$ cat config.mk
export PLATFORM = sky130hd
export DESIGN_NAME = wb_event_dma_master_flat
export DESIGN_NICKNAME = d
export VERILOG_FILES = /design/src/rtl/wb_event_dma_master_if.sv /design/src/rtl/wb_event_dma_master.sv /design/src/flat_wrapper.sv
export SDC_FILE = /design/constraint.sdc
export NUM_CORES = 1
export LEC_CHECK = 0
export CORE_AREA = 2 2 304 306
export DETAILED_ROUTE_END_ITERATION = 7
export DIE_AREA = 0 0 306 308
export PLACE_DENSITY = 0.48
export SYNTH_ARGS = -nofsm -noshare
export SYNTH_HDL_FRONTEND = slang
export SYNTH_SLANG_ARGS = --single-unit
$ cat constraint.sdc
create_clock -name wb_clk_i -period 12.6 [get_ports wb_clk_i]
set_input_delay 3.15 -clock wb_clk_i [delete_from_list [all_inputs] [get_ports wb_clk_i]]
set_output_delay 3.15 -clock wb_clk_i [all_outputs]
set_load 0.01 [all_outputs]
$ cat src/rtl/wb_event_dma_master_if.sv
// Wishbone classic bus between the event DMA initiator and the PCI bridge slave port.
// Signal names keep the initiator-side view so they line up with the WBS_* wiring.
interface wb_event_dma_master_if;
    logic        wbm_cyc_o;
    logic        wbm_stb_o;
    logic        wbm_we_o;
    logic [3:0]  wbm_sel_o;
    logic        wbm_cab_o;
    logic [31:0] wbm_adr_o;
    logic [31:0] wbm_dat_o;
    logic        wbm_ack_i;
    logic        wbm_err_i;
    logic        wbm_rty_i;

    modport master (
        output wbm_cyc_o, wbm_stb_o, wbm_we_o, wbm_sel_o, wbm_cab_o, wbm_adr_o, wbm_dat_o,
        input  wbm_ack_i, wbm_err_i, wbm_rty_i
    );

    modport slave (
        input  wbm_cyc_o, wbm_stb_o, wbm_we_o, wbm_sel_o, wbm_cab_o, wbm_adr_o, wbm_dat_o,
        output wbm_ack_i, wbm_err_i, wbm_rty_i
    );
endinterface

$ cat src/rtl/wb_event_dma_master.sv
// Event DMA initiator: buffers trigger words in a FIFO and writes each one into a host
// memory ring with single classic Wishbone write cycles, raising irq_o while the ring holds data.
module wb_event_dma_master #(
    parameter int FIFO_AW = 4,
    parameter int RING_AW = 10,
    parameter int TIMEOUT = 255
) (
    input  logic               wb_clk_i,
    input  logic               wb_rst_n_i,
    input  logic               enable_i,
    input  logic [31:0]        ring_base_i,
    input  logic [RING_AW-1:0] rd_ptr_i,
    output logic [RING_AW-1:0] wr_ptr_o,
    input  logic               evt_valid_i,
    input  logic [31:0]        evt_data_i,
    output logic               evt_ready_o,
    wb_event_dma_master_if.master wbm,
    output logic               irq_o,
    output logic               err_o,
    output logic [15:0]        retry_cnt_o
);

    localparam int                 DEPTH    = 1 << FIFO_AW;
    localparam logic [FIFO_AW:0]   CNT_FULL = (FIFO_AW+1)'(DEPTH);
    localparam logic [RING_AW-1:0] RING_ONE = RING_AW'(1);
    localparam logic [7:0]         TMO_LAST = 8'(TIMEOUT - 1);

    typedef enum logic [1:0] {IDLE, XFER, BACKOFF, HALT} state_t;

    state_t state;

    // Event FIFO
    logic [31:0]        mem [DEPTH];
    logic [FIFO_AW-1:0] fifo_wr_idx;
    logic [FIFO_AW-1:0] fifo_rd_idx;
    logic [FIFO_AW:0]   fifo_cnt;
    logic               ready_en;
    logic               fifo_full;
    logic               fifo_empty;
    logic               push;
    logic               pop;
    logic [31:0]        head;

    // Bus side registers
    logic        cyc_q;
    logic        we_q;
    logic [3:0]  sel_q;
    logic [31:0] adr_q;
    logic [31:0] dat_q;
    logic [7:0]  tmo_cnt;
    logic        ring_full;
    logic        start;

    assign fifo_full   = (fifo_cnt == CNT_FULL);
    assign fifo_empty  = (fifo_cnt == '0);
    assign evt_ready_o = ready_en & ~fifo_full;
    assign push        = evt_valid_i & evt_ready_o;
    assign pop         = (state == XFER) & wbm.wbm_ack_i & ~wbm.wbm_err_i & ~wbm.wbm_rty_i;
    assign head        = mem[fifo_rd_idx];

    // NOTE: the storage array has no reset; the pointers and count alone define its contents.
    always_ff @(posedge wb_clk_i) begin
        if (push) begin
            mem[fifo_wr_idx] <= evt_data_i;
        end
    end

    // NOTE: every register updated on the clock uses <= so all readers see pre-edge values.
    always_ff @(posedge wb_clk_i) begin
        if (!wb_rst_n_i) begin
            fifo_wr_idx <= '0;
            fifo_rd_idx <= '0;
            fifo_cnt    <= '0;
            ready_en    <= 1'b0;
        end else begin
            ready_en <= 1'b1;
            if (push) begin
                fifo_wr_idx <= fifo_wr_idx + 1'b1;
            end
            if (pop) begin
                fifo_rd_idx <= fifo_rd_idx + 1'b1;
            end
            fifo_cnt <= fifo_cnt + (FIFO_AW+1)'(push) - (FIFO_AW+1)'(pop);
        end
    end

    // One ring slot stays empty so that wr_ptr == rd_ptr always means "ring empty".
    assign ring_full = ((wr_ptr_o + RING_ONE) == rd_ptr_i);
    assign start     = enable_i & ~fifo_empty & ~ring_full & ~err_o;

    always_ff @(posedge wb_clk_i) begin
        if (!wb_rst_n_i) begin
            state       <= IDLE;
            cyc_q       <= 1'b0;
            we_q        <= 1'b0;
            sel_q       <= 4'h0;
            adr_q       <= '0;
            dat_q       <= '0;
            tmo_cnt     <= '0;
            wr_ptr_o    <= '0;
            err_o       <= 1'b0;
            retry_cnt_o <= '0;
        end else begin
            case (state)
                IDLE: begin
                    if (start) begin
                        state   <= XFER;
                        cyc_q   <= 1'b1;
                        we_q    <= 1'b1;
                        sel_q   <= 4'hF;
                        adr_q   <= ring_base_i + (32'(wr_ptr_o) << 2);
                        dat_q   <= head;
                        tmo_cnt <= '0;
                    end
                end
                XFER: begin
                    // err outranks rty, which outranks ack, when several arrive together.
                    if (wbm.wbm_err_i || tmo_cnt == TMO_LAST) begin
                        state <= HALT;
                        cyc_q <= 1'b0;
                        we_q  <= 1'b0;
                        sel_q <= 4'h0;
                        err_o <= 1'b1;
                    end else if (wbm.wbm_rty_i) begin
                        state <= BACKOFF;
                        cyc_q <= 1'b0;
                        we_q  <= 1'b0;
                        sel_q <= 4'h0;
                        if (retry_cnt_o != 16'hFFFF) begin
                            retry_cnt_o <= retry_cnt_o + 16'd1;
                        end
                    end else if (wbm.wbm_ack_i) begin
                        state    <= IDLE;
                        cyc_q    <= 1'b0;
                        we_q     <= 1'b0;
                        sel_q    <= 4'h0;
                        wr_ptr_o <= wr_ptr_o + RING_ONE;
                    end else begin
                        tmo_cnt <= tmo_cnt + 8'd1;
                    end
                end
                BACKOFF: begin
                    state <= IDLE;
                end
                HALT: begin
                    if (!enable_i) begin
                        state <= IDLE;
                        err_o <= 1'b0;
                    end
                end
                default: begin
                    state <= IDLE;
                end
            endcase
        end
    end

    assign wbm.wbm_cyc_o = cyc_q;
    assign wbm.wbm_stb_o = cyc_q;
    assign wbm.wbm_we_o  = we_q;
    assign wbm.wbm_sel_o = sel_q;
    assign wbm.wbm_cab_o = 1'b0;
    assign wbm.wbm_adr_o = adr_q;
    assign wbm.wbm_dat_o = dat_q;

    assign irq_o = enable_i & (wr_ptr_o != rd_ptr_i);

endmodule
$ cat src/flat_wrapper.sv
// flat-port wrapper written by rule: the top's interface ports become plain ports
module wb_event_dma_master_flat 
#(
    parameter int FIFO_AW = 4,
    parameter int RING_AW = 10,
    parameter int TIMEOUT = 255
)
  (wb_clk_i, wb_rst_n_i, enable_i, ring_base_i, rd_ptr_i, wr_ptr_o, evt_valid_i, evt_data_i, evt_ready_o, irq_o, err_o, retry_cnt_o, wbm_wbm_cyc_o, wbm_wbm_stb_o, wbm_wbm_we_o, wbm_wbm_sel_o, wbm_wbm_cab_o, wbm_wbm_adr_o, wbm_wbm_dat_o, wbm_wbm_ack_i, wbm_wbm_err_i, wbm_wbm_rty_i);
  wb_event_dma_master_if wbm_i ();
  input  logic wb_clk_i;
  input  logic wb_rst_n_i;
  input  logic enable_i;
  input  logic [31:0] ring_base_i;
  input  logic [RING_AW-1:0] rd_ptr_i;
  output logic [RING_AW-1:0] wr_ptr_o;
  input  logic evt_valid_i;
  input  logic [31:0] evt_data_i;
  output logic evt_ready_o;
  output logic irq_o;
  output logic err_o;
  output logic [15:0] retry_cnt_o;
  output wire logic [$bits(wbm_i.wbm_cyc_o)-1:0] wbm_wbm_cyc_o;
  output wire logic [$bits(wbm_i.wbm_stb_o)-1:0] wbm_wbm_stb_o;
  output wire logic [$bits(wbm_i.wbm_we_o)-1:0] wbm_wbm_we_o;
  output wire logic [$bits(wbm_i.wbm_sel_o)-1:0] wbm_wbm_sel_o;
  output wire logic [$bits(wbm_i.wbm_cab_o)-1:0] wbm_wbm_cab_o;
  output wire logic [$bits(wbm_i.wbm_adr_o)-1:0] wbm_wbm_adr_o;
  output wire logic [$bits(wbm_i.wbm_dat_o)-1:0] wbm_wbm_dat_o;
  input wire logic [$bits(wbm_i.wbm_ack_i)-1:0] wbm_wbm_ack_i;
  input wire logic [$bits(wbm_i.wbm_err_i)-1:0] wbm_wbm_err_i;
  input wire logic [$bits(wbm_i.wbm_rty_i)-1:0] wbm_wbm_rty_i;
  assign wbm_wbm_cyc_o = wbm_i.wbm_cyc_o;
  assign wbm_wbm_stb_o = wbm_i.wbm_stb_o;
  assign wbm_wbm_we_o = wbm_i.wbm_we_o;
  assign wbm_wbm_sel_o = wbm_i.wbm_sel_o;
  assign wbm_wbm_cab_o = wbm_i.wbm_cab_o;
  assign wbm_wbm_adr_o = wbm_i.wbm_adr_o;
  assign wbm_wbm_dat_o = wbm_i.wbm_dat_o;
  assign wbm_i.wbm_ack_i = wbm_wbm_ack_i;
  assign wbm_i.wbm_err_i = wbm_wbm_err_i;
  assign wbm_i.wbm_rty_i = wbm_wbm_rty_i;
  wb_event_dma_master #(.FIFO_AW(FIFO_AW), .RING_AW(RING_AW), .TIMEOUT(TIMEOUT)) u_core (.wb_clk_i(wb_clk_i), .wb_rst_n_i(wb_rst_n_i), .enable_i(enable_i), .ring_base_i(ring_base_i), .rd_ptr_i(rd_ptr_i), .wr_ptr_o(wr_ptr_o), .evt_valid_i(evt_valid_i), .evt_data_i(evt_data_i), .evt_ready_o(evt_ready_o), .wbm(wbm_i), .irq_o(irq_o), .err_o(err_o), .retry_cnt_o(retry_cnt_o));
endmodule
==> results of run 1 <==
==> report_power, final <==
part / switching (uW) / leakage [uW] / internal (uW)
logic: 300 / 0.00293 / 251
clock network: 836 / 0.00112 / 1180
registers: 50.0 / 0.00556 / 2330
==> cells in the final DEF, fill, tap and decap left out, types with 4 or more instances in the layout <==
cell type | netlist | routed
edfxtp_1 | 512 | 512
clkdlybuf4s50_1 | 0 | 179
mux4_2 | 160 | 160
nand2_1 | 124 | 124
dfxtp_1 | 116 | 112
clkbuf_16 | 0 | 73
xnor2_1 | 46 | 46
a21boi_1 | 44 | 44
and2_1 | 35 | 35
a21oi_1 | 30 | 30
buf_4 | 11 | 30
xor2_1 | 29 | 29
ha_1 | 25 | 25
nand3_1 | 22 | 22
o21ai_1 | 22 | 22
nor2_1 | 33 | 21
inv_1 | 21 | 21
nand4_1 | 19 | 19
clkbuf_1 | 47 | 17
nor3_1 | 19 | 15
clkinv_2 | 0 | 14
nor2_4 | 0 | 12
and3_1 | 12 | 12
o21ai_0 | 11 | 11
nor2b_1 | 10 | 10
nand2b_1 | 8 | 8
a31oi_1 | 8 | 8
clkinv_1 | 0 | 8
clkbuf_8 | 0 | 7
and4_1 | 6 | 6
a21o_1 | 5 | 5
mux2i_1 | 5 | 5
nor3_2 | 0 | 4
nor4_1 | 5 | 4
==> registers in the layout, indices dropped and copies added, names as in the netlist, 2 cells and up <==
name	flops
u_core.wbm.wbm_dat_o	32
u_core.state	2
u_core.wr_ptr_o	10
u_core.mem	512
u_core.tmo_cnt	8
u_core.fifo_cnt	5
u_core.retry_cnt_o	16
u_core.wbm.wbm_adr_o	32
u_core.fifo_wr_idx	4
u_core.fifo_rd_idx	4
==> worst max-delay path, delay by kind of cell <==
kind	cells	cell delay [ns]
and+or+nand+nor	2	0.46
AOI/OAI and AO/OA	1	0.12
xor gates and xnor gates	1	0.34
buffers and inverters	2	0.92
==> final timing paths <==
check / slack [ns] / from / to
setup / recovery: 4.46 / rd_ptr_i[8] / irq_o
hold / removal: 0.45 / u_core.wbm.wbm_dat_o[24] / u_core.wbm.wbm_dat_o[24]
setup reg to reg: 8.97 / u_core.fifo_rd_idx[1] / u_core.wbm.wbm_dat_o[20]
hold reg to reg: 0.45 / u_core.wbm.wbm_dat_o[24] / u_core.wbm.wbm_dat_o[24]
==> final cells by class <==
cell class	count	share of cell area, %
inverters	21	0.256
clock inverters	33	0.943
flip-flops and latches	628	57.5
well taps	1186	4.82
repair buffers	210	6.62
multi-input cells	715	23.4
clock buffers	97	6.45
==> per-stage QoR <==
stage	setup WS (ns)	instance area [um2]	util (%)
after detailed placement	4.47	28500	31.3
after floorplan	5.54	25200	-
after global routing	4.33	30800	33.8
after CTS	4.46	30800	33.8
final	4.46	30800	33.8
after global placement	4.41	28500	31.3
==> kinds of logic (layout without fill, tap and decap cells) <==
family / count (synthesis) / count (layout)
AOI/OAI and AO/OA: 144 / 144
and+or+nand+nor: 303 / 303
other: 1 / 1
muxes: 165 / 165
xor gates and xnor gates: 75 / 75
buffers and inverters: 99 / 361
DFF: 628 / 628
adders and majority gates: 27 / 27
==> per-layer routing <==
| metal | track usage (%) | part of all wire (%) | up-vias | wire length (um) |
|---|---|---|---|---|
| li1 | - | - | 6070 | - |
| met1 | 18.5 | 46 | 7121 | 29600 |
| met2 | 22.0 | 47 | 314 | 30100 |
| met3 | 3.04 | 5.0 | 98 | 3210 |
| met4 | 3.53 | 2.1 | 12 | 1320 |
| met5 | 0 | 0.12 | - | 75 |
==> results.py, run 1 <==
metrics = {
    "critical_path": {
        "path_cells": "clkdlybuf4s50_1 -> xnor2_1 -> nand4_1 -> nor4_1 -> a31oi_1 -> clkdlybuf4s50_1",
        "required_ns": 9.45,
        "crit_top_cell": "clkdlybuf4s50_1",
        "crit_slowest_cell": "clkdlybuf4s50_1",
        "critPathLaunchType": "input port",
        "end_kind": "output port",
        "reg2regPathDepth": 6,
        "critical-path-max-stage-delay_ns": 0.50,
        "cp_max_fo": 3,
        "crit_type": "in2out",
        "arrival_ns": 4.99,
    },
    "synthesis": {
        "synth_compound_area_share_pct": 3.70,
        "syn-cell-area_um2": 25200,
        "synth_area_leader_cell": "edfxtp_1",
        "ys_seq_elements": 628,
        "synth-edff-count": 512,
        "yosysWarnings": 0,
        "synth-simple-area-share_pct": 5.89,
        "ys_types": 50,
        "synth_nets": 1550,
        "synthXorXnorAreaFrac_pct": 2.60,
        "synth_top_family_by_area": "multiplexers",
        "synth_area_per_cell_um2": 17.5,
        "async_flop_share_pct": 0,
        "synth_mux_area_share_pct": 14.5,
        "synthAdderAreaFrac_pct": 1.40,
        "synth_cells": 1442,
        "synth.most_common_cell": "edfxtp_1",
        "synthTopCellsByCount": "512 x edfxtp_1, 160 x mux4_2, 124 x nand2_1",
        "synth_top_area_share_pct": 61.0,
        "ys_seq_area_share_pct": 70.2,
        "synth.area.top_cells": "edfxtp_1 61%, mux4_2 14%, dfxtp_1 9.2%",
        "ys.flop_type": "edfxtp_1",
    },
    "floorplan": {
        "num_rows": 111,
        "die_h_um": 308,
        "start_util_pct": 27.7,
        "fp.dieW_um": 306,
        "die-area_um2": 94200,
        "io_pins": 182,
        "coreArea_um2": 91000,
    },
    "power_and_ir_drop": {
        "power_uw": 4940,
        "ir_drop_mv": 0.0907,
        "power.leakage_uw": 0.00960,
        "power_density_nw_per_um2": 160,
    },
    "clock_tree": {
        "cts_max_level": 3,
        "clk_latency_ns": 0.61,
        "path_clk_slew_ns": 0.05,
        "cts_buffer_depth": 3,
        "clock-root-buffer": "clkbuf_16",
        "clock_sinks": 628,
        "post_cts_buffers": 0,
        "cts_buffers": 71,
        "cts_resized": 0,
        "ctsHoldBuffers": 0,
        "tritoncts": "yes",
    },
    "hold_path": {
        "hp-class": "reg2reg",
        "min_path_cells": 2,
    },
    "global_route": {
        "grt_max_degree": 109,
        "grt_antenna_before_repair": 6,
        "grt_pass1_wl_mm": 94.7,
        "grt_pass1_vias": 14200,
        "overflow": 0,
        "track_usage_pct": 13.6,
    },
    "run": {
        "maxCapViolCount": 0,
    },
    "run_status": {
        "outcome": "finished clean",
    },
    "final_layout": {
        "layout-drive-gt1-share_pct": 18.8,
        "regArea_um2": 17700,
        "fill_cells": 8659,
        "nets": 1755,
        "multiInputGateArea_um2": 7200,
        "area_growth_pct": 22.1,
        "final_cells": 2890,
        "diodes": 0,
    },
    "sta": {
        "fin_setup_tns_ns": 0,
        "holdWs_ns": 0.452,
        "max_freq_ghz": 0.123,
        "maxSlewViolCount": 0,
        "relSlewSlack_pct": 28.3,
        "rsz0062_at_grt": "false",
        "finalSetupViolations": 0,
        "worst_slew_pin_slew_ns": 1.07,
        "fin_crit_sh_pct": 64.6,
        "period_minus_slack_ns": 8.14,
        "clock_skew_ns": 0.0132,
        "hold_viol": 0,
    },
    "routing": {
        "ant_nets": 0,
        "drtIter0Drc": 890,
        "first_pass_iters": 7,
        "drcViolationCount": 0,
        "wl_per_cell_um": 22.3,
        "vias_per_cell": 4.71,
        "vias": 13600,
        "wl_mm": 64.3,
    },
    "placed_design": {
        "place_congestion": 0.785,
        "dp.cells": 2760,
        "hpwl_mm": 35.6,
        "io_buffers": 180,
    },
}
Note: power is estimated with default switching activity, not from simulation.
==> run 2, diff against run 1 <==
- PLACE_DENSITY: 0.48 -> 0.49
- clock period: 12.6 -> 7.4 ns (I/O delays scaled with it)
==> run 2 against run 1 <==
Effect of this change: sequential share of layout area decreased by 0.45 points; critical path depth did not move; clock skew up 0.0056 ns; core utilization is 0.27 points higher; critical path type unchanged; critical endpoint unchanged; largest power group unchanged; highest routed layer unchanged.
==> results.py, run 2 (synthesis gave the netlist of run 1 again) <==
metrics = {
    "run_status": {
        "outcome": "finished clean",
    },
    "critical_path": {
        "critPathBufInv": 2,
        "rr_endpoint": "u_core.tmo_cnt[3]",
        "critical-path-max-stage-delay_ns": 0.50,
        "crit_cells": 6,
        "critPathTopFamily": "buffers and inverters",
        "cp_max_fo": 3,
        "crit_top_cell": "clkdlybuf4s50_1",
        "endpoint": "irq_o",
        "required_ns": 5.55,
        "critPathLaunch": "rd_ptr_i[8]",
        "rrSetupSlack_ns": 3.77,
        "critPathLaunchType": "input port",
        "crit_type": "in2out",
        "crit_slowest_cell": "clkdlybuf4s50_1",
        "crit-reg2reg-launch": "u_core.wr_ptr_o[1]",
        "reg2regPathDepth": 9,
        "path_cells": "clkdlybuf4s50_1 -> xnor2_1 -> nand4_1 -> nor4_1 -> a31oi_1 -> clkdlybuf4s50_1",
        "arrival_ns": 3.70,
        "end_kind": "output port",
    },
    "placed_design": {
        "io_buffers": 180,
        "dpl_cell_area_um2": 28500,
        "hpwl_mm": 36.1,
        "place_ws_ns": 1.86,
        "dp.cells": 2758,
        "place_congestion": 0.800,
    },
    "hold_path": {
        "hp-class": "reg2reg",
    },
    "sta": {
        "clock_skew_ns": 0.0188,
        "finalSetupViolations": 0,
        "maxSlewViolCount": 0,
        "period_minus_slack_ns": 5.55,
        "fin_crit_sh_pct": 75.0,
        "rsz0062_at_grt": "false",
        "worst_slew_pin_slew_ns": 1.16,
        "setup_ws_ns": 1.85,
        "relSlewSlack_pct": 22.7,
        "fin_setup_tns_ns": 0,
        "hold_viol": 0,
        "max_freq_ghz": 0.180,
    },
    "routing": {
        "wl_mm": 63.9,
        "vias": 13500,
        "vias_per_cell": 4.66,
        "first_pass_iters": 7,
        "drtIter0Drc": 1039,
        "drcViolationCount": 0,
        "wl_per_cell_um": 22.1,
        "ant_nets": 0,
    },
    "final_layout": {
        "nets": 1754,
        "fin_area_um2": 31000,
        "regArea_um2": 17700,
        "final_cell_mix": "512 x edfxtp_1, 179 x clkdlybuf4s50_1, 160 x mux4_2, 124 x nand2_1, 112 x dfxtp_1",
        "area_growth_pct": 23.0,
        "largest_reg_flops": 512,
        "largest_register": "u_core.mem",
        "final_common_cell": "edfxtp_1",
        "multiInputGateArea_um2": 7200,
        "final_cells": 2894,
        "layout-drive-gt1-share_pct": 18.9,
        "fill_cells": 8572,
    },
    "clock_tree": {
        "cts_resized": 0,
        "post_cts_buffers": 0,
        "cts_max_level": 3,
        "path_clk_slew_ns": 0.06,
        "ctsHoldBuffers": 0,
        "tritoncts": "yes",
        "cts_buffers": 72,
        "clock_sinks": 628,
        "clk_latency_ns": 0.62,
        "cts_buffer_depth": 3,
        "clock-root-buffer": "clkbuf_16",
    },
    "global_route": {
        "overflow": 0,
        "grt_pass1_vias": 13900,
        "grt_antenna_before_repair": 7,
        "grt_max_degree": 103,
        "grt_pass1_wl_mm": 93.7,
        "track_usage_pct": 13.5,
    },
    "floorplan": {
        "start_util_pct": 27.7,
        "coreArea_um2": 91000,
        "num_rows": 111,
        "io_pins": 182,
        "die-area_um2": 94200,
        "fp.dieW_um": 306,
        "die_h_um": 308,
    },
    "power_and_ir_drop": {
        "power.leakage_uw": 0.00970,
        "power_uw": 8730,
        "power_density_nw_per_um2": 282,
        "ir_drop_mv": 0.152,
    },
    "run": {
        "maxCapViolCount": 0,
    },
}
[run 2: area by class of cell]
| class | instances | share of cell area (%) |
|---|---|---|
| Sequential cell | 628 | 57.1 |
| Multi-Input combinational cell | 715 | 23.2 |
| Timing Repair Buffer | 208 | 6.56 |
| Clock buffer | 91 | 6.31 |
| Tap cell | 1186 | 4.78 |
| Clock inverter | 42 | 1.80 |
| Inverter | 21 | 0.254 |
| Antenna cell | 3 | 0.0242 |
[run 2: how the worst min path moves through the flow]
stage	slack, ns	end	cells past startpoint	startpoint
3_5_place_dp	0.44	u_core.wbm.wbm_adr_o[5]	2	u_core.wbm.wbm_adr_o[5]
4_1_cts	0.45	u_core.wbm.wbm_adr_o[5]	2	u_core.wbm.wbm_adr_o[5]
3_3_place_gp	0.44	u_core.wbm.wbm_adr_o[5]	2	u_core.wbm.wbm_adr_o[5]
2_1_floorplan	0.46	u_core.tmo_cnt[4]	1	u_core.tmo_cnt[4]
6_report	0.45	u_core.wbm.wbm_dat_o[8]	2	u_core.wbm.wbm_dat_o[8]
5_1_grt	0.47	u_core.wbm.wbm_dat_o[25]	2	u_core.wbm.wbm_dat_o[25]
[run 2: layer usage]
| metal | vias up | track usage [%] | part of all wire, % |
|---|---|---|---|
| li1 | 6082 | - | - |
| met1 | 6943 | 18.1 | 45 |
| met2 | 350 | 22.0 | 48 |
| met3 | 90 | 3.07 | 6.0 |
| met4 | 8 | 3.57 | 1.6 |
| met5 | - | 0 | 0.097 |
[run 2: report_power, final]
part | internal [uW] | switching [uW]
combinational | 424 | 498
sequential | 3960 | 93.4
clock | 2310 | 1450
total | 6690 | 2050
[run 2: worst min-delay path, stage by stage (launching register included)]
cell	delay (ns)
dfxtp_1	0.31
nand2_1	0.05
a21boi_1	0.05
[run 2: through the flow]
stage	hold WS [ns]	utilization (%)
floorplan	0.457	-
CTS	0.453	34.1
finish	0.451	34.1
global route	0.470	34.1
detailed placement	0.445	31.3
global placement	0.438	31.3
==> run 3, diff against run 2 <==
- PLACE_DENSITY: 0.49 -> 0.48
- clock period: 7.4 -> 5.7 ns (I/O delays scaled with it)
==> run 3 against run 2 <==
Effect of this change: count of clock-buffer cells in the layout stayed put; combinational power up 32%; critical path depth did not move; global-route usage up 0.29 points; routed wire length up 1.3%; setup slack worse by 0.79 ns; die area unchanged; largest power group unchanged.
==> results.py, run 3 (synthesis gave the netlist of run 1 again) <==
metrics = {
    "sta": {
        "finalSetupViolations": 0,
        "rsz0062_at_grt": "false",
        "clock_skew_ns": 0.0248,
        "hold_viol": 0,
        "relSlewSlack_pct": 22.9,
        "fin_setup_tns_ns": 0,
        "worst_slew_pin_slew_ns": 1.16,
        "period_minus_slack_ns": 4.64,
        "maxSlewViolCount": 0,
        "fin_crit_sh_pct": 81.4,
        "max_freq_ghz": 0.215,
    },
    "final_layout": {
        "multiInputGateArea_um2": 7200,
        "largest_reg_flops": 512,
        "layout-drive-gt1-share_pct": 19.2,
        "final_common_cell": "edfxtp_1",
        "final_cell_mix": "512 x edfxtp_1, 179 x clkdlybuf4s50_1, 160 x mux4_2, 124 x nand2_1, 112 x dfxtp_1",
        "final_core_util_pct": 34.1,
        "nets": 1763,
        "fill_cells": 8594,
        "largest_register": "u_core.mem",
        "diodes": 0,
        "area_growth_pct": 23.0,
        "regArea_um2": 17700,
    },
    "placed_design": {
        "place_congestion": 0.791,
        "hpwl_mm": 36.5,
        "io_buffers": 180,
    },
    "critical_path": {
        "rr_endpoint": "u_core.tmo_cnt[3]",
        "crit_type": "in2out",
        "arrival_ns": 3.22,
        "cp_max_fo": 3,
        "crit-reg2reg-launch": "u_core.wr_ptr_o[1]",
        "rrSetupSlack_ns": 2.28,
        "required_ns": 4.28,
        "end_kind": "output port",
        "critPathLaunchType": "input port",
        "reg2regPathDepth": 9,
    },
    "clock_tree": {
        "cts_max_level": 3,
        "clock-root-buffer": "clkbuf_16",
        "clock_sinks": 628,
        "path_clk_slew_ns": 0.06,
        "cts_resized": 0,
        "ctsHoldBuffers": 0,
        "post_cts_buffers": 0,
        "cts_buffers": 73,
        "clk_latency_ns": 0.62,
        "tritoncts": "yes",
        "cts_buffer_depth": 3,
    },
    "power_and_ir_drop": {
        "sw_frac_of_total_pct": 24.0,
        "internal_power_uw": 8420,
        "clkPwrFrac_pct": 41.4,
        "p_seq_share_pct": 47.6,
        "p_sw_uw": 2650,
        "combPwrFrac_pct": 11.0,
        "power_density_nw_per_um2": 357,
        "power.leakage_uw": 0.00969,
        "ir_drop_mv": 0.226,
    },
    "run": {
        "maxCapViolCount": 0,
    },
    "floorplan": {
        "die_h_um": 308,
        "start_util_pct": 27.7,
        "fp.dieW_um": 306,
        "io_pins": 182,
        "die-area_um2": 94200,
        "coreArea_um2": 91000,
        "num_rows": 111,
    },
    "routing": {
        "vias_per_cell": 4.72,
        "drcViolationCount": 0,
        "first_pass_iters": 5,
        "ant_nets": 0,
        "wl_mm": 64.8,
        "drtIter0Drc": 943,
        "wl_per_cell_um": 22.3,
        "vias": 13700,
    },
    "run_status": {
        "outcome": "finished clean",
    },
    "hold_path": {
        "min_path_cells": 2,
        "min_to": "u_core.wbm.wbm_adr_o[5]",
        "min_from": "u_core.wbm.wbm_adr_o[5]",
        "hp-class": "reg2reg",
    },
    "global_route": {
        "grt_max_degree": 85,
        "grt_pass1_vias": 14200,
        "track_usage_pct": 13.8,
        "overflow": 0,
        "grt_pass1_wl_mm": 95.6,
        "grt_antenna_before_repair": 6,
    },
}
run 3: changes by cell type in the layout (fill, tap and decap cells not counted), moves of 3 or more:
| cell | delta |
|---|---|
| diode_2 | -3 |
| clkinvlp_4 | +4 |
| bufinv_16 | -7 |
| buf_12 | +6 |
run 3: critical path, cell delays in order:
cell and delay, ns:
clkdlybuf4s50_1 0.42, xnor2_1 0.30, nand4_1 0.15, nor4_1 0.29, a31oi_1 0.13, clkdlybuf4s50_1 0.50
run 3: metal layers:
layer	global-route usage [%]	routed length, um
met3	3.07	3560
met4	3.86	1150
met2	22.1	30400
met1	18.7	29600
met5	0	74
run 3: final cells by class:
cell class	instances	area share, %
clock buffer	91	6.41
clock inverter	41	1.22
inverter	21	0.254
multi-input combinational	715	23.2
sequential	628	57.1
tap	1186	4.79
timing repair buffer	216	7.00
run 3: power groups by stage:
stage               clock (uW)  combinational (uW)  sequential (uW)
floorplan                    0                 595             5370
global placement             0                1250             5360
detailed placement           0                1260             5360
CTS                       4740                1260             5270
global route              4920                1340             5290
finish                    4580                1220             5270
run 3: through the flow:
stage | worst slack, ns | hold WS [ns] | total power [uW] | std cells | cell area (um2)
after floorplan | 1.05 | 0.457 | 5970 | 1442 | 25200
after global placement | 0.992 | 0.439 | 6600 | 2766 | 28600
after detailed placement | 1.06 | 0.444 | 6620 | 2766 | 28600
after CTS | 1.05 | 0.452 | 11300 | 2898 | 31000
after global routing | 0.800 | 0.475 | 11600 | 2898 | 31000
final | 1.06 | 0.447 | 11100 | 2898 | 31000
run 3: how the worst max path moves through the flow:
stage                      from                to  slack (ns)  cells after the start
floorplan           evt_valid_i  u_core.mem[3][0]        1.05                      4
global placement    rd_ptr_i[8]             irq_o        0.99                      6
detailed placement  rd_ptr_i[8]             irq_o        1.06                      6
CTS                 rd_ptr_i[8]             irq_o        1.05                      6
global route        rd_ptr_i[8]             irq_o        0.80                      6
finish              rd_ptr_i[8]             irq_o        1.06                      6
==> patch (flow settings as in run 1) <==
`RING_AW` is set to 10 in 2 places; all go to 11.
--- a/src/rtl/wb_event_dma_master.sv
+++ b/src/rtl/wb_event_dma_master.sv
@@ -2,7 +2,7 @@
 // memory ring with single classic Wishbone write cycles, raising irq_o while the ring holds data.
 module wb_event_dma_master #(
     parameter int FIFO_AW = 4,
-    parameter int RING_AW = 10,
+    parameter int RING_AW = 11,
     parameter int TIMEOUT = 255
 ) (
     input  logic               wb_clk_i,
--- a/src/flat_wrapper.sv
+++ b/src/flat_wrapper.sv
@@ -2,7 +2,7 @@
 module wb_event_dma_master_flat 
 #(
     parameter int FIFO_AW = 4,
-    parameter int RING_AW = 10,
+    parameter int RING_AW = 11,
     parameter int TIMEOUT = 255
 )
   (wb_clk_i, wb_rst_n_i, enable_i, ring_base_i, rd_ptr_i, wr_ptr_o, evt_valid_i, evt_data_i, evt_ready_o, irq_o, err_o, retry_cnt_o, wbm_wbm_cyc_o, wbm_wbm_stb_o, wbm_wbm_we_o, wbm_wbm_sel_o, wbm_wbm_cab_o, wbm_wbm_adr_o, wbm_wbm_dat_o, wbm_wbm_ack_i, wbm_wbm_err_i, wbm_wbm_rty_i);
Interface: changed (resized rd_ptr_i and wr_ptr_o); port bits go from 182 to 184. No check against the original RTL was run, so the function may have changed too.
==> patch against run 1 <==
Register-to-register slack got worse by 510 ps; synthesized area rose by 0.35%; clock power is 3% higher; cell area is 0.54% higher; highest routed layer unchanged; critical endpoint unchanged; power increased by 0.84%; sequential cell count rose by 1; wire length is 0.73% lower; setup slack got worse by 86 ps; sequential share of layout area fell by 0.24 points.
==> patch: results (changes against run 1) <==
- Status: finished, final reports clean (unchanged)
- Vias per inst: 4.674 (was 4.711)
- Peak supply drop: 0.00007640 V (was 0.00009071 V)
- Drt wl/cell: 22.25 microns (about the same)
- CP arrival: 5070 ps (was 4990 ps)
- Initial detailed-routing violation count: 883 (was 890)
- Critical Path Source: rd_ptr_i[3] (was rd_ptr_i[8])
- Syn_nets: 1533 (was 1550)
- Num CTS Buffers: 72 (was 71)
- Adder-cell area share of the yosys netlist: 1.483% (was 1.399%)
- Post-Syn Instances: 1423 (was 1442)
- Switch share: 23.46% (was 24.01%)
- Fraction of area in multi-input gates: 23.32% (was 23.39%)
- Synth cell count leaders: edfxtp_1 (512), mux4_2 (160), dfxtp_1 (117), nor2_1 (113), mux2i_1 (48) (was edfxtp_1 (512), mux4_2 (160), nand2_1 (124), dfxtp_1 (116), clkbuf_1 (47))
- Worst-Skew Late Latency: 630 ps (was 610 ps)
- Top post-synthesis cells by area: edfxtp_1 (61%), mux4_2 (14%), dfxtp_1 (9.3%) (was edfxtp_1 (61%), mux4_2 (14%), dfxtp_1 (9.2%))
- Drt total wl: 63840 microns (was 64310 microns)
- Largest net degree at the start of global routing: 101 (was 109)
- Initial antenna violation count: 5 (was 6)
- Non-clock inverter count: 28 (was 21)
- Complex-gate fraction of the synthesized area: 2.729% (was 3.697%)
- Worst R2R End: u_core.wbm.wbm_adr_o[8]$_SDFFE_PN0P_ (was u_core.wbm.wbm_dat_o[20]$_SDFFE_PN0P_)
- R2R Path Start: u_core.wr_ptr_o[1]$_SDFFE_PN0P_ (was u_core.fifo_rd_idx[1]$_SDFFE_PN0P_)
- Multi-input gate area: 0.007218 sq mm (was 0.007201 sq mm)
- Clock-net power: 2.07 mW (was 2.01 mW)
- FF/Latch Area: 0.01773 sq mm (was 0.01771 sq mm)
- FFs & Latches: 629 (was 628)
- Sequential share of the synthesized area: 70.02% (was 70.18%)
- CLK BUF: 95 (was 97)
- Drt pass-1 iters: 5 (was 7)
- RD Place Congestion: 0.8193 (was 0.7846)
- Multi-input gates: 685 (was 715)
- Post-detail-place hpwl: 36620 microns (was 35630 microns)
- Buffering overhead: 6.605% (was 6.617%)
## patch: changes by cell type after synthesis, moves of 26 or more
cell | run 1 | this run
a21boi_1 | 44 | 0
nor2_1 | 33 | 113
nand2_1 | 124 | 27
mux2i_1 | 5 | 48
and2_1 | 35 | 7
o21ai_0 | 11 | 37
## patch: routing by layer
layer  up-vias  GRT usage, %  routed length (microns)
li1       6034             -                        -
met1      6955         17.98                    28770
met2       319         22.42                    30420
met3        97         3.065                     3340
met4         8         3.632                     1265
met5         -             0                       46
## patch: worst min-delay path by stage
stage                                                       end                                  start
after floorplan                  u_core.tmo_cnt[7]$_SDFFE_PN0P_         u_core.tmo_cnt[7]$_SDFFE_PN0P_
after global placement    u_core.wbm.wbm_adr_o[13]$_SDFFE_PN0P_  u_core.wbm.wbm_adr_o[13]$_SDFFE_PN0P_
after detailed placement  u_core.wbm.wbm_adr_o[13]$_SDFFE_PN0P_  u_core.wbm.wbm_adr_o[13]$_SDFFE_PN0P_
after CTS                 u_core.wbm.wbm_adr_o[13]$_SDFFE_PN0P_  u_core.wbm.wbm_adr_o[13]$_SDFFE_PN0P_
after global routing      u_core.wbm.wbm_adr_o[13]$_SDFFE_PN0P_  u_core.wbm.wbm_adr_o[13]$_SDFFE_PN0P_
final                     u_core.wbm.wbm_adr_o[13]$_SDFFE_PN0P_  u_core.wbm.wbm_adr_o[13]$_SDFFE_PN0P_
## patch: per-stage QoR
| step | hold WS (ps) | setup slack, ps | power [mW] |
|---|---|---|---|
| finish | 472.2 | 4379 | 4.980 |
| global route | 515.7 | 4331 | 5.183 |
| CTS | 477.2 | 4371 | 5.061 |
| detailed placement | 469.9 | 4390 | 2.965 |
| global placement | 461.2 | 4382 | 2.955 |
| floorplan | 471.6 | 5316 | 2.714 |
